<file path="src/rtl/parity_pkg.sv">
// Shared types and constants for the parity frame receiver and its checker stage.
package parity_pkg;

   localparam int PARITY_DATA_W_MAX = 8;
   localparam int PARITY_CNT_W      = $clog2(PARITY_DATA_W_MAX);

   typedef enum logic [1:0] {
      IDLE,
      DATA,
      PAR,
      STOP
   } rx_state_t;

endpackage

</file>
<file path="src/rtl/parity_out_reg.sv">
// Output holding register: presents one word with status flags on valid/ready and
// flags a sticky overrun when a new word arrives while the held one is unaccepted.
module parity_out_reg #(
   parameter int W = 8
) (
   input  logic         clk,
   input  logic         rst_n,
   input  logic         load_i,
   input  logic [W-1:0] data_i,
   input  logic         par_err_i,
   input  logic         frm_err_i,
   input  logic         ready_i,
   input  logic         ovr_clr,
   output logic [W-1:0] data_o,
   output logic         par_err_o,
   output logic         frm_err_o,
   output logic         valid_o,
   output logic         overrun_o
);

   logic [W-1:0] data_q, data_d;
   logic         par_err_q, par_err_d;
   logic         frm_err_q, frm_err_d;
   logic         valid_q, valid_d;
   logic         overrun_q, overrun_d;
   logic         ovr_set;

   // NOTE: every signal written here gets a default first, so no latch is inferred.
   always_comb begin
      data_d    = data_q;
      par_err_d = par_err_q;
      frm_err_d = frm_err_q;
      valid_d   = valid_q;
      ovr_set   = 1'b0;
      if (load_i) begin
         // A word may replace the held one only when the slot is empty or being drained now.
         if (!valid_q || ready_i) begin
            data_d    = data_i;
            par_err_d = par_err_i;
            frm_err_d = frm_err_i;
            valid_d   = 1'b1;
         end else begin
            ovr_set = 1'b1;
         end
      end else if (valid_q && ready_i) begin
         valid_d = 1'b0;
      end
      overrun_d = ovr_clr ? 1'b0 : (overrun_q | ovr_set);
   end

   // NOTE: sequential state uses non-blocking assignments only.
   always_ff @(posedge clk or negedge rst_n) begin
      if (!rst_n) begin
         data_q    <= '0;
         par_err_q <= 1'b0;
         frm_err_q <= 1'b0;
         valid_q   <= 1'b0;
         overrun_q <= 1'b0;
      end else begin
         data_q    <= data_d;
         par_err_q <= par_err_d;
         frm_err_q <= frm_err_d;
         valid_q   <= valid_d;
         overrun_q <= overrun_d;
      end
   end

   assign data_o    = data_q;
   assign par_err_o = par_err_q;
   assign frm_err_o = frm_err_q;
   assign valid_o   = valid_q;
   assign overrun_o = overrun_q;

endmodule

</file>
<file path="src/rtl/parity_frame_rx.sv">
// Strobed serial frame receiver (start, DATA_W bits LSB first, parity, stop).
// Define PARITY_FRAME_RX_ODD_PARITY_EN for odd parity; even parity otherwise.
module parity_frame_rx
   import parity_pkg::*;
#(
   parameter int DATA_W = 8
) (
   input  logic              clk,
   input  logic              rst_n,
   input  logic              bit_stb,
   input  logic              sd,
   output logic [DATA_W-1:0] data_o,
   output logic              par_err_o,
   output logic              frm_err_o,
   output logic              valid_o,
   input  logic              ready_i,
   output logic              overrun_o,
   input  logic              ovr_clr
);

   localparam logic [PARITY_CNT_W-1:0] CNT_LAST = PARITY_CNT_W'(DATA_W - 1);

   rx_state_t                state_q, state_d;
   logic [PARITY_CNT_W-1:0]  cnt_q, cnt_d;
   logic [DATA_W-1:0]        shift_q, shift_d;
   logic                     p_q, p_d;
   logic                     frame_done;
   logic                     par_err;

   always_comb begin
      state_d    = state_q;
      cnt_d      = cnt_q;
      shift_d    = shift_q;
      p_d        = p_q;
      frame_done = 1'b0;
      if (bit_stb) begin
         case (state_q)
            IDLE: begin
               if (!sd) begin
                  state_d = DATA;
                  cnt_d   = '0;
                  p_d     = 1'b0;
               end
            end
            DATA: begin
               // Right shift: after DATA_W samples the first (LSB) bit sits at index 0.
               shift_d = {sd, shift_q[DATA_W-1:1]};
               p_d     = p_q ^ sd;
               if (cnt_q == CNT_LAST) begin
                  state_d = PAR;
                  cnt_d   = '0;
               end else begin
                  cnt_d = cnt_q + 1'b1;
               end
            end
            PAR: begin
               p_d     = p_q ^ sd;
               state_d = STOP;
            end
            STOP: begin
               frame_done = 1'b1;
               state_d    = IDLE;
            end
            default: state_d = IDLE;
         endcase
      end
   end

`ifdef PARITY_FRAME_RX_ODD_PARITY_EN
   assign par_err = ~p_q;
`else
   assign par_err = p_q;
`endif

   always_ff @(posedge clk or negedge rst_n) begin
      if (!rst_n) begin
         state_q <= IDLE;
         cnt_q   <= '0;
         shift_q <= '0;
         p_q     <= 1'b0;
      end else begin
         state_q <= state_d;
         cnt_q   <= cnt_d;
         shift_q <= shift_d;
         p_q     <= p_d;
      end
   end

   parity_out_reg #(
      .W (DATA_W)
   ) u_out_reg (
      .clk       (clk),
      .rst_n     (rst_n),
      .load_i    (frame_done),
      .data_i    (shift_q),
      .par_err_i (par_err),
      .frm_err_i (~sd),
      .ready_i   (ready_i),
      .ovr_clr   (ovr_clr),
      .data_o    (data_o),
      .par_err_o (par_err_o),
      .frm_err_o (frm_err_o),
      .valid_o   (valid_o),
      .overrun_o (overrun_o)
   );

endmodule

</file>
<file path="config.mk">
export PLATFORM = sky130hd
export DESIGN_NAME = parity_frame_rx
export DESIGN_NICKNAME = d
export VERILOG_FILES = /design/src/rtl/parity_pkg.sv /design/src/rtl/parity_out_reg.sv /design/src/rtl/parity_frame_rx.sv
export SDC_FILE = /design/constraint.sdc
export NUM_CORES = 1
export LEC_CHECK = 0
export BUFFER_PORTS_ARGS = -buffer_cell sky130_fd_sc_hd__buf_2
export CAP_MARGIN = 0
export CORE_ASPECT_RATIO = 0.5
export CORE_MARGIN = 4
export CORE_UTILIZATION = 23
export DETAILED_ROUTE_END_ITERATION = 10
export SETUP_SLACK_MARGIN = 0.02
export SYNTH_ARGS = -nofsm -noshare
export SYNTH_HDL_FRONTEND = slang
export SYNTH_SLANG_ARGS = --single-unit
</file>
<file path="constraint.sdc">
create_clock -name clk -period 1.6 [get_ports clk]
set_input_delay 0.16 -clock clk [delete_from_list [all_inputs] [get_ports clk]]
set_output_delay 0.16 -clock clk [all_outputs]
set_load 0.05 [all_outputs]
</file>
Word level (Yosys, flattened, before mapping):

Index checks and enable logic that the tools add are counted.

* register bits after elaboration: 26
* latch bits: 0
* memory bits (writable): 0
* bits in read-only memories: 0
* bits of input ports: 6
* logic and storage cells: 50
* memories: 0

* $add $sub $neg: 1
* multipliers: 0
* divide/modulo/power cells: 0
* magnitude comparators: 0
* equal/unequal tests: 7
* shift operators: 0
* muxes and demuxes: 16
* bitwise logic cells: 3
* reductions and logical operators: 14

Operators by type and width (number)
* two-way mux 1 bit: 9
* AND reduction 3 bit: 3
* one-hot mux 2 bit (4 select lines): 1
* two-way mux 3 bit: 2
* one-hot mux 3 bit (2 select lines): 1
* AND reduction 2 bit: 3
* nonzero test 2 bit: 3
* == test 2 bit, second input constant: 2
* two-way mux 2 bit: 2
* inequality test 2 bit, second input constant: 2
* adder 3 x 1 -> 3 bit, second input constant: 1
* == test 3 bit, second input constant: 1
* == test 2 x 1 -> 1 bit, second input constant: 1
* zero test 2 bit: 1
* inequality test 2 x 1 -> 1 bit, second input constant: 1
* one-hot mux 1 bit (2 select lines): 1
* OR reduction 2 bit: 1
* logical AND 1 bit: 1
* zero test 1 bit: 1
* logical OR 1 bit: 1
* inverter 1 bit: 1
* OR 1 bit: 1
* XOR 1 bit: 1

Depth between registers and ports, before layout:

Gate-level depths: netlist (run 1).

* word-level depth: 6
* mapped depth: 5

By module:

From an unflattened synthesis (run 1), not the netlist that was laid out.

* cells, all modules: 81
* area, all modules: 1129.8 um^2

By module, submodules not included
* parity_frame_rx: instances 1, cells each 53, area an instance 670.6 um^2, sequential area each 350.3 um^2
* parity_out_reg: instances 1, cells each 28, area an instance 459.2 um^2, sequential area each 300.3 um^2

Worst setup path before layout (run 1):

No wires, ideal clock.

* path type: register -> register
* start point: register u_out_reg.valid_q, in the netlist u_out_reg.valid_o
* end point: register u_out_reg.data_q[0], in the netlist u_out_reg.data_o[0]
* setup time: 0.125 ns
* arrival: 1.385 ns
* required time: 1.475 ns
* slack: 0.090 ns
* cell stages (with the launch flop): 4
* clock period less this slack: 1.510 ns
* path through: dfrtp_1 and2b_1 nor2_4 mux2_2

* word-level cells in the longest chain between the ends: 3

Ends and longest elaborated chain
* start: declaration: RTL line parity_out_reg.sv:24 `logic valid_q, valid_d;`
* start signal: assignment: RTL line parity_out_reg.sv:63 `valid_q <= valid_d;`
* zero test 1 bit: RTL line parity_out_reg.sv:37 `if (!valid_q || ready_i) begin`
* logical OR 1 bit: RTL line parity_out_reg.sv:37
* AND reduction 2 bit (no source line)
* end signal: assignment: RTL line parity_out_reg.sv:60 `data_q <= data_d;`
* end: declaration: RTL line parity_out_reg.sv:21 `logic [W-1:0] data_q, data_d;`

Every way passes these cells.
A chain may end at the register's enable or synchronous reset.

Worst setup path in the final report (run 1):

* start point: register state_q[1]
* end point: register u_out_reg.data_q[0], in the netlist u_out_reg.data_o[0]

* word-level cells in the longest chain between the ends: 4

Ends and longest elaborated chain
* start: declaration: RTL line parity_frame_rx.sv:23 `rx_state_t state_q, state_d;`
* start signal: assignment: RTL line parity_frame_rx.sv:82 `state_q <= state_d;`
* == test 2 bit: RTL line parity_frame_rx.sv:37 `case (state_q)`
* two-way mux 1 bit: RTL line parity_frame_rx.sv:37
* two-way mux 1 bit: RTL line parity_frame_rx.sv:36 `if (bit_stb) begin`
* AND reduction 2 bit (no source line)

Every way passes these cells.

==> impl_results.md, run 1 <==
- Power density over cell area: 2199 mW/mm2
- Largest net degree at the start of global routing: 27
- Dpl ws: 0.09764 ns
- Mapped Nets: 92
- FF+latch count, synth: 26
- CTS H-tree lvls: 1
- Placement Rows: 17
- Total track usage: 6.185%
- CP Data Required Time: 1.76 ns
- Total power: 3.054 mW
- Setup TNS: 0 ns
- Max VDD drop: 0.0004301 V
- Initial antenna violation count: 0
- IO buf count: 17
- Die area: 0.006184 mm2
- CP Capture Type: flip-flop
- Mapped cell area: 0.001134 mm2
- P_leak: 0.6651 nW
- Syn Area/Cell: 14.35 um2
- Starting density of the core: 24.79%
- Chip Width: 107.3 um
- Worst Path Class, Setup: flip-flop to flip-flop
- Via density: 4.071
- WL/cell: 10.96 um
- Placed cell areas: 0.001301 mm2
- Ratio of cells with drive above 1 in the final layout: 44.12%
- Worst slew margin: 62.18%
- Worst-path maximum fanout: 5
- GPL Wtd Cong: 0.7150
- # diodes: 0
- Fmax: 679.2 MHz
- Core area: 0.004573 mm2
- Final setup fails: 0
- Worst Path Arrival: 1.64 ns
- Grt ovf: 0
- Commonest non-fill, non-tap cell in the layout: dfrtp_1
- Share of the synthesized area in the top cell type: 57.40%
- First drt pass iteration count: 2
- Dominant cell type by area after synthesis: dfrtp_1
- Clk_skew: 0.001820 ns
- DP HPWL: 1.264 mm
- PostCTS Resize Cnt: 0
- Vias in the first global route: 688
- Sink Count: 26
- CP Launch Type: flip-flop
- Fin worst setup slack: 0.1277 ns
- Hold path depth: 2
- Die H: 57.64 um
- Final net count: 116
- Hold Slack: 0.02571 ns
- Clk slew on worst S/H paths: 0.09 ns
- CTS tree: yes
- Least-Margin Pin Slew: 0.5673 ns
- Worst-Skew Late Latency: 0.27 ns
- First-pass GRT wire length: 3.001 mm
- CTS Buffer Depth: 2
- Post-route ant nets: 0
- Synthesized instance count: 79
- RSZ-0062 raised after global routing: no
- Root Driver: clkbuf_8
- Area growth from synthesis to layout: 22.52%
- Inserted Clock Buffers: 3
- R2R depth: 4
- Final-report hold violation count: 0
- Detailed Route WL: 1.842 mm
- Max-cap violations: 0
- Top cells by area, synth: dfrtp_1, mux2_2, ha_1, a22o_1, mux2_4
- Status: completed
- Worst Hold Class: input port to flip-flop
- Finished Cell Area: 0.001389 mm2
- Final Cycle Share: 92.02%
- Most frequent cells in the layout: dfrtp_1, mux2_2, buf_2
- DR iter-0 viols: 27
- Filler instances: 452
- Final Max Tran Viols: 0
- Vias post-DR: 684
- IO Pins: 18
- Sequential share of the synthesized area: 57.40%
- Synth warn: 0
- Number of remaining DRC errors: 0
- Netlist cell types: 24
- Min cycle time layout: 1.472 ns
==> Yosys cell counts, drive strengths merged <==
library cell	count
dfrtp	26
mux2	18
ha	7
nor2	4
o21ai	4
a22o	3
inv	3
nand2	2
a21boi	1
a21o	1
a21oi	1
a31oi	1
and2b	1
mux2i	1
nand3	1
nand4bb	1
nor2b	1
o211ai	1
o31ai	1
or2b	1
==> area by class of cell <==
cell class | instances | area, um2 | share of cell area [%]
inverter | 3 | 11.26 | 0.8108
tap | 66 | 82.58 | 5.946
sequential | 26 | 650.6 | 46.85
multi-input combinational | 51 | 478.0 | 34.41
clock inverter | 1 | 30.03 | 2.162
clock buffer | 3 | 41.29 | 2.973
timing repair buffer | 18 | 95.09 | 6.847
==> what timing repair did <==
item,CTS,global route
setup endpoints to repair,0,9
hold endpoints to repair,26,0
setup buffers,0,0
hold buffers,1,0
==> sequential cells by signal, indices dropped and copies added (netlist names) <==
| signal | flops |
|---|---|
| p_q | 1 |
| cnt_q | 3 |
| u_out_reg.par_err_o | 1 |
| u_out_reg.data_o | 8 |
| u_out_reg.overrun_o | 1 |
| u_out_reg.frm_err_o | 1 |
| state_q | 2 |
| u_out_reg.valid_o | 1 |
| shift_q | 8 |
==> metrics by stage <==
stage	utilization, %	std cells
after floorplan	-	79
after global placement	28.45	162
after detailed placement	28.45	162
after CTS	30.23	167
after global routing	30.37	168
final	30.37	168
==> worst max-delay path, stage by stage, from the launching register on <==
cell     delay (ns)
dfrtp_1        0.42
ha_1           0.23
nand2_2        0.12
nor2_2         0.23
mux2_2         0.36
==> where the power goes <==
part	switching [mW]	internal [mW]
combinational	0.850	0.520
clock	0.207	0.335
sequential	0.180	0.962
==> metal layers <==
metal,global-route usage [%],wire length [um],vias to the layer above
li1,-,-,326
met1,6.799,842,347
met2,10.67,892,9
met3,2.781,83,2
met4,2.368,25,0
met5,0,0,-
==> worst paths after layout <==
path	start	end	slack, ns
setup / recovery	state_q[1]	u_out_reg.data_o[0]	0.13
min in group asynchronous	rst_n	u_out_reg.overrun_o	0.41
hold / removal	ovr_clr	u_out_reg.overrun_o	0.03
max in group asynchronous	rst_n	cnt_q[2]	0.82
hold reg to reg	u_out_reg.overrun_o	u_out_reg.overrun_o	0.50
setup reg to reg	state_q[1]	u_out_reg.data_o[0]	0.13
==> logic make-up after synthesis <==
kind of cell / share of synthesized area, %
buffers and inverters: 0.9933
muxes: 19.09
adders and majority gates: 7.726
DFF: 57.39
AOI/OAI and AO/OA: 8.389
and+or+nand+nor: 6.402
No activity file was read; power rests on OpenSTA's default activity.
==> run 2: changes to the inputs <==
--- a/config.mk
+++ b/config.mk
@@ -9,7 +9,7 @@
 export CAP_MARGIN = 0
 export CORE_ASPECT_RATIO = 0.5
 export CORE_MARGIN = 4
-export CORE_UTILIZATION = 23
+export CORE_UTILIZATION = 28
 export DETAILED_ROUTE_END_ITERATION = 10
 export SETUP_SLACK_MARGIN = 0.02
 export SYNTH_ARGS = -nofsm -noshare
==> run 2 against run 1 <==
  * Power rose by 0.73%
  * Count of clock-buffer cells in the layout unchanged
  * Register-to-register slack got worse by 0.04 ns
  * Sequential power hardly changed
  * Critical endpoint unchanged
  * First-iteration DRC count shrank 56%
  * Fmax fell by 2.6%
==> impl_results.md, run 2 (synthesized netlist as in run 1, its figures left out) <==
- Status: completed
- CP Launch Type: flip-flop
- Worst slew margin: 62.47%
- Min cycle time layout: 1.511 ns
- Grt ovf: 0
- Hold Slack: 0.03385 ns
- Commonest non-fill, non-tap cell in the layout: dfrtp_1
- Root Driver: clkbuf_8
- Worst Hold Class: input port to flip-flop
- Inserted Clock Buffers: 3
- Final setup fails: 0
- Fmax: 661.9 MHz
- Die H: 52.99 um
- CP peak stage delay: 0.44 ns
- Final-report hold violation count: 0
- Area growth from synthesis to layout: 22.74%
- Starting density of the core: 29.04%
- Core area: 0.003904 mm2
- Worst-Skew Late Latency: 0.27 ns
- Final Max Tran Viols: 0
- Max-cap violations: 0
- RSZ-0062 raised after global routing: no
- R2R Setup Slk: 0.09 ns
- CP max-delay cell: dfrtp_1
- P_leak: 0.6689 nW
- DP HPWL: 1.333 mm
- # diodes: 0
- CP Data Required Time: 1.76 ns
- CTS Buffer Depth: 2
- WL/cell: 11.46 um
- First-pass GRT wire length: 3.298 mm
- Worst-path maximum fanout: 9
- Die area: 0.005192 mm2
- IO Pins: 18
- Largest net degree at the start of global routing: 27
- Clk slew on worst S/H paths: 0.09 ns
- Number of remaining DRC errors: 0
- Final Cycle Share: 94.43%
- Critical path buffers and inverters: 1
- Via density: 4.365
- First drt pass iteration count: 4
- Ratio of cells with drive above 1 in the final layout: 45.10%
- GPL Wtd Cong: 0.6774
- Filler instances: 400
- Setup TNS: 0 ns
- CP cell instances: ha_1, nand2_2, nor2_4, buf_12, mux2_2
- IO buf count: 17
- Worst Path Arrival: 1.67 ns
- Detailed Route WL: 1.788 mm
- Worst Path Class, Setup: flip-flop to flip-flop
- Total track usage: 8.116%
- Chip Width: 97.99 um
- CTS tree: yes
- Placement Rows: 16
- Post-route ant nets: 0
- Vias in the first global route: 723
- Max VDD drop: 0.0004242 V
- Top delay family on crit path: flip-flops
- Most frequent cells in the layout: dfrtp_1, mux2_2, buf_2
- Initial antenna violation count: 0
- Least-Margin Pin Slew: 0.5629 ns
- CP Capture Type: flip-flop
- Clk_skew: 0.004296 ns
- Sink Count: 26
- CTS H-tree lvls: 1
- Vias post-DR: 681
- DR iter-0 viols: 12
- Power density over cell area: 2211 mW/mm2
- Final net count: 116
[run 2: power breakdown]
part	total, mW	switching (mW)	internal (mW)
combinational	1.40	0.851	0.547
clock	0.533	0.199	0.335
sequential	1.15	0.183	0.962
total	3.08	1.23	1.84
[run 2: layout make-up]
type	count	area, um2	area share [%]
Clock buffer	3	41.29	2.968
Sequential cell	26	650.6	46.76
Timing Repair Buffer	19	115.1	8.273
Inverter	3	11.26	0.8094
Tap cell	54	67.56	4.856
Clock inverter	1	30.03	2.158
Multi-Input combinational cell	50	475.5	34.17
[run 2: per-stage QoR]
| stage | cell area (um2) | setup slack (ns) | utilization, % | cells | total power, mW |
|---|---|---|---|---|---|
| floorplan | 1134 | 0.09035 | - | 79 | 2.228 |
| global placement | 1286 | 0.07400 | 32.95 | 150 | 2.505 |
| detailed placement | 1286 | 0.03533 | 32.95 | 150 | 2.542 |
| CTS | 1368 | 0.02844 | 35.03 | 155 | 3.089 |
| global route | 1391 | 0.03392 | 35.64 | 156 | 3.305 |
| finish | 1391 | 0.08911 | 35.64 | 156 | 3.077 |
[run 2: worst register-to-register path: stages (launching register included)]
cell and delay (ns):
dfrtp_1 0.44, ha_1 0.25, nand2_2 0.10, nor2_4 0.13, buf_12 0.13, mux2_2 0.33
[run 2: worst paths after layout]
kind                       cells past startpoint                   to                 from
setup / recovery                               5  u_out_reg.data_o[0]           state_q[1]
hold / removal                                 2  u_out_reg.overrun_o              ovr_clr
setup reg to reg                               5  u_out_reg.data_o[0]           state_q[1]
hold reg to reg                                1  u_out_reg.data_o[4]  u_out_reg.data_o[4]
max in group asynchronous                      2                  p_q                rst_n
min in group asynchronous                      2  u_out_reg.data_o[5]                rst_n
[run 2: what timing repair did]
| item | in CTS | in global routing |
|---|---|---|
| hold buffers | 1 | 0 |
| hold endpoints to repair | 26 | 0 |
| gates resized for setup | 0 | 1 |
| endpoints found under the setup margin | 1 | 10 |
| setup buffers | 0 | 1 |
| pin swaps | 1 | 1 |
[run 2: per-layer routing]
layer / up-vias / share of wire [%] / GRT usage, %
met5: - / 0 / 0
met4: 0 / 1.6 / 2.989
met3: 4 / 2.7 / 2.500
met2: 7 / 50 / 15.32
met1: 342 / 45 / 8.797
li1: 328 / - / -
==> run 3: changes to the inputs <==
--- a/config.mk
+++ b/config.mk
@@ -11,6 +11,7 @@
 export CORE_MARGIN = 4
 export CORE_UTILIZATION = 28
 export DETAILED_ROUTE_END_ITERATION = 10
+export GPL_TIMING_DRIVEN = 0
 export SETUP_SLACK_MARGIN = 0.02
 export SYNTH_ARGS = -nofsm -noshare
 export SYNTH_HDL_FRONTEND = slang
==> run 3 against run 2 <==
  * Clock power rose by 1%
  * Combinational power is essentially flat
  * Sequential share of layout area shrank 0.21 points
  * Non-clock buffer count grew 1
  * Final area is 0.45% higher
==> impl_results.md, run 3 (synthesized netlist as in run 1, its figures left out) <==
- Status: completed
- Fmax: 682.3 MHz
- Max VDD drop: 0.0004405 V
- Ratio of cells with drive above 1 in the final layout: 45.63%
- Final net count: 117
- Worst Path Arrival: 1.62 ns
- Worst slew margin: 62.11%
- Die area: 0.005192 mm2
- Least-Margin Pin Slew: 0.5683 ns
- Setup TNS: 0 ns
- Starting density of the core: 29.04%
- Largest net degree at the start of global routing: 27
- Area growth from synthesis to layout: 23.29%
- CP Capture Type: flip-flop
- Via density: 4.452
- Die H: 52.99 um
- # diodes: 0
- CP max-delay cell: dfrtp_1
- Post-route ant nets: 0
- CTS tree: yes
- Power density over cell area: 2239 mW/mm2
- Inst Count DP: 150
- CTS H-tree lvls: 1
- WL/cell: 12.29 um
- Placement Rows: 16
- Inserted Clock Buffers: 3
- Min cycle time layout: 1.466 ns
- Root Driver: clkbuf_8
- Final Max Tran Viols: 0
- Number of remaining DRC errors: 0
- DP HPWL: 1.332 mm
- First-pass GRT wire length: 3.167 mm
- P_sw: 1.262 mW
- Clk pwr share: 17.3%
- Switching share of power: 40.35%
- Combinational cell fraction of total power: 45.8%
- Non-filler cells, final: 157
- Max-cap violations: 0
- Commonest non-fill, non-tap cell in the layout: dfrtp_1
- IO buf count: 17
- Worst-Skew Late Latency: 0.27 ns
- First drt pass iteration count: 2
- Placed cell areas: 0.001286 mm2
- Vias post-DR: 699
- Worst Path Class, Setup: flip-flop to flip-flop
- Final Cycle Share: 91.60%
- Clk slew on worst S/H paths: 0.09 ns
- Total track usage: 7.589%
- Final setup fails: 0
- GPL Wtd Cong: 0.6680
- Share of power burned in registers: 36.9%
- Chip Width: 97.99 um
- CP Data Required Time: 1.76 ns
- Clk_skew: 0.003997 ns
- Finished Cell Area: 0.001398 mm2
- Initial antenna violation count: 0
- Pint: 1.866 mW
- Worst-path maximum fanout: 6
- Final-report hold violation count: 0
- CP Launch Type: flip-flop
- Most frequent cells in the layout: dfrtp_1, mux2_2, buf_2
- IO Pins: 18
- Grt ovf: 0
- DR iter-0 viols: 24
- P_leak: 0.6737 nW
- Worst Hold Class: input port to flip-flop
- RSZ-0062 raised after global routing: no
- CP peak stage delay: 0.42 ns
- CP cell instances: inv_1, ha_2, a21boi_2, o21ai_2, mux2_4
- Detailed Route WL: 1.930 mm
- CTS Buffer Depth: 2
- Core area: 0.003904 mm2
- Finished Core Util: 35.80%
- Vias in the first global route: 725
- Sink Count: 26
## run 3: worst paths after layout
| kind | from | end | slack, ns | depth (start not counted) |
|---|---|---|---|---|
| max in group asynchronous | rst_n | state_q[0] | 0.81 | 2 |
| min reg2reg | u_out_reg.overrun_o | u_out_reg.overrun_o | 0.51 | 2 |
| max | state_q[0] | state_q[1] | 0.13 | 5 |
| min | ovr_clr | u_out_reg.overrun_o | 0.03 | 2 |
| max reg2reg | state_q[0] | state_q[1] | 0.13 | 5 |
| min in group asynchronous | rst_n | u_out_reg.data_o[6] | 0.41 | 2 |
## run 3: power groups by stage
| stage | Combinational [mW] | Sequential [mW] | Clock [mW] |
|---|---|---|---|
| 2_1_floorplan | 0.639 | 1.59 | 0 |
| 3_3_place_gp | 1.34 | 1.15 | 0 |
| 3_5_place_dp | 1.38 | 1.17 | 0 |
| 4_1_cts | 1.40 | 1.16 | 0.548 |
| 5_1_grt | 1.55 | 1.20 | 0.576 |
| 6_report | 1.43 | 1.15 | 0.540 |
## run 3: repair_timing
| item | 4_1_cts | 5_1_grt |
|---|---|---|
| resized for setup | 0 | 1 |
| setup buffers | 0 | 2 |
| hold buffers | 1 | 0 |
| hold endpoints to repair | 26 | 0 |
| setup endpoints to repair | 0 | 11 |
## run 3: critical path, delay by kind of cell, from the launching register on
kind / cells / cell delay (ns)
buf+inv: 1 / 0.10
fa+ha+maj: 1 / 0.23
mux: 1 / 0.30
compound gates: 2 / 0.31
flops: 1 / 0.42
## run 3: layer usage
layer / wire (um) / share of wire [%] / global-route usage (%) / vias to the layer above
met5: 0 / 0 / 0 / -
met4: 19 / 0.98 / 2.299 / 0
met3: 28 / 1.5 / 2.237 / 2
met2: 1026 / 53 / 15.32 / 5
met1: 855 / 44 / 7.748 / 360
li1: - / - / - / 332
## run 3: final cells by class
type,instances,area (um2)
Clock buffer,3,41.29
Clock inverter,1,30.03
Fill cell,386,2506
Inverter,3,11.26
Multi-Input combinational cell,50,474.2
Sequential cell,26,650.6
Tap cell,54,67.56
Timing Repair Buffer,20,122.6
## run 3: metrics by stage
step                setup slack (ns)  hold slack (ns)  power (mW)
detailed placement           0.06810           0.1862       2.552
global placement              0.1022           0.1881       2.496
global route                 0.05394          0.02852       3.330
floorplan                    0.09035          -0.1356       2.228
CTS                          0.06484          0.02731       3.099
finish                        0.1344          0.02988       3.129
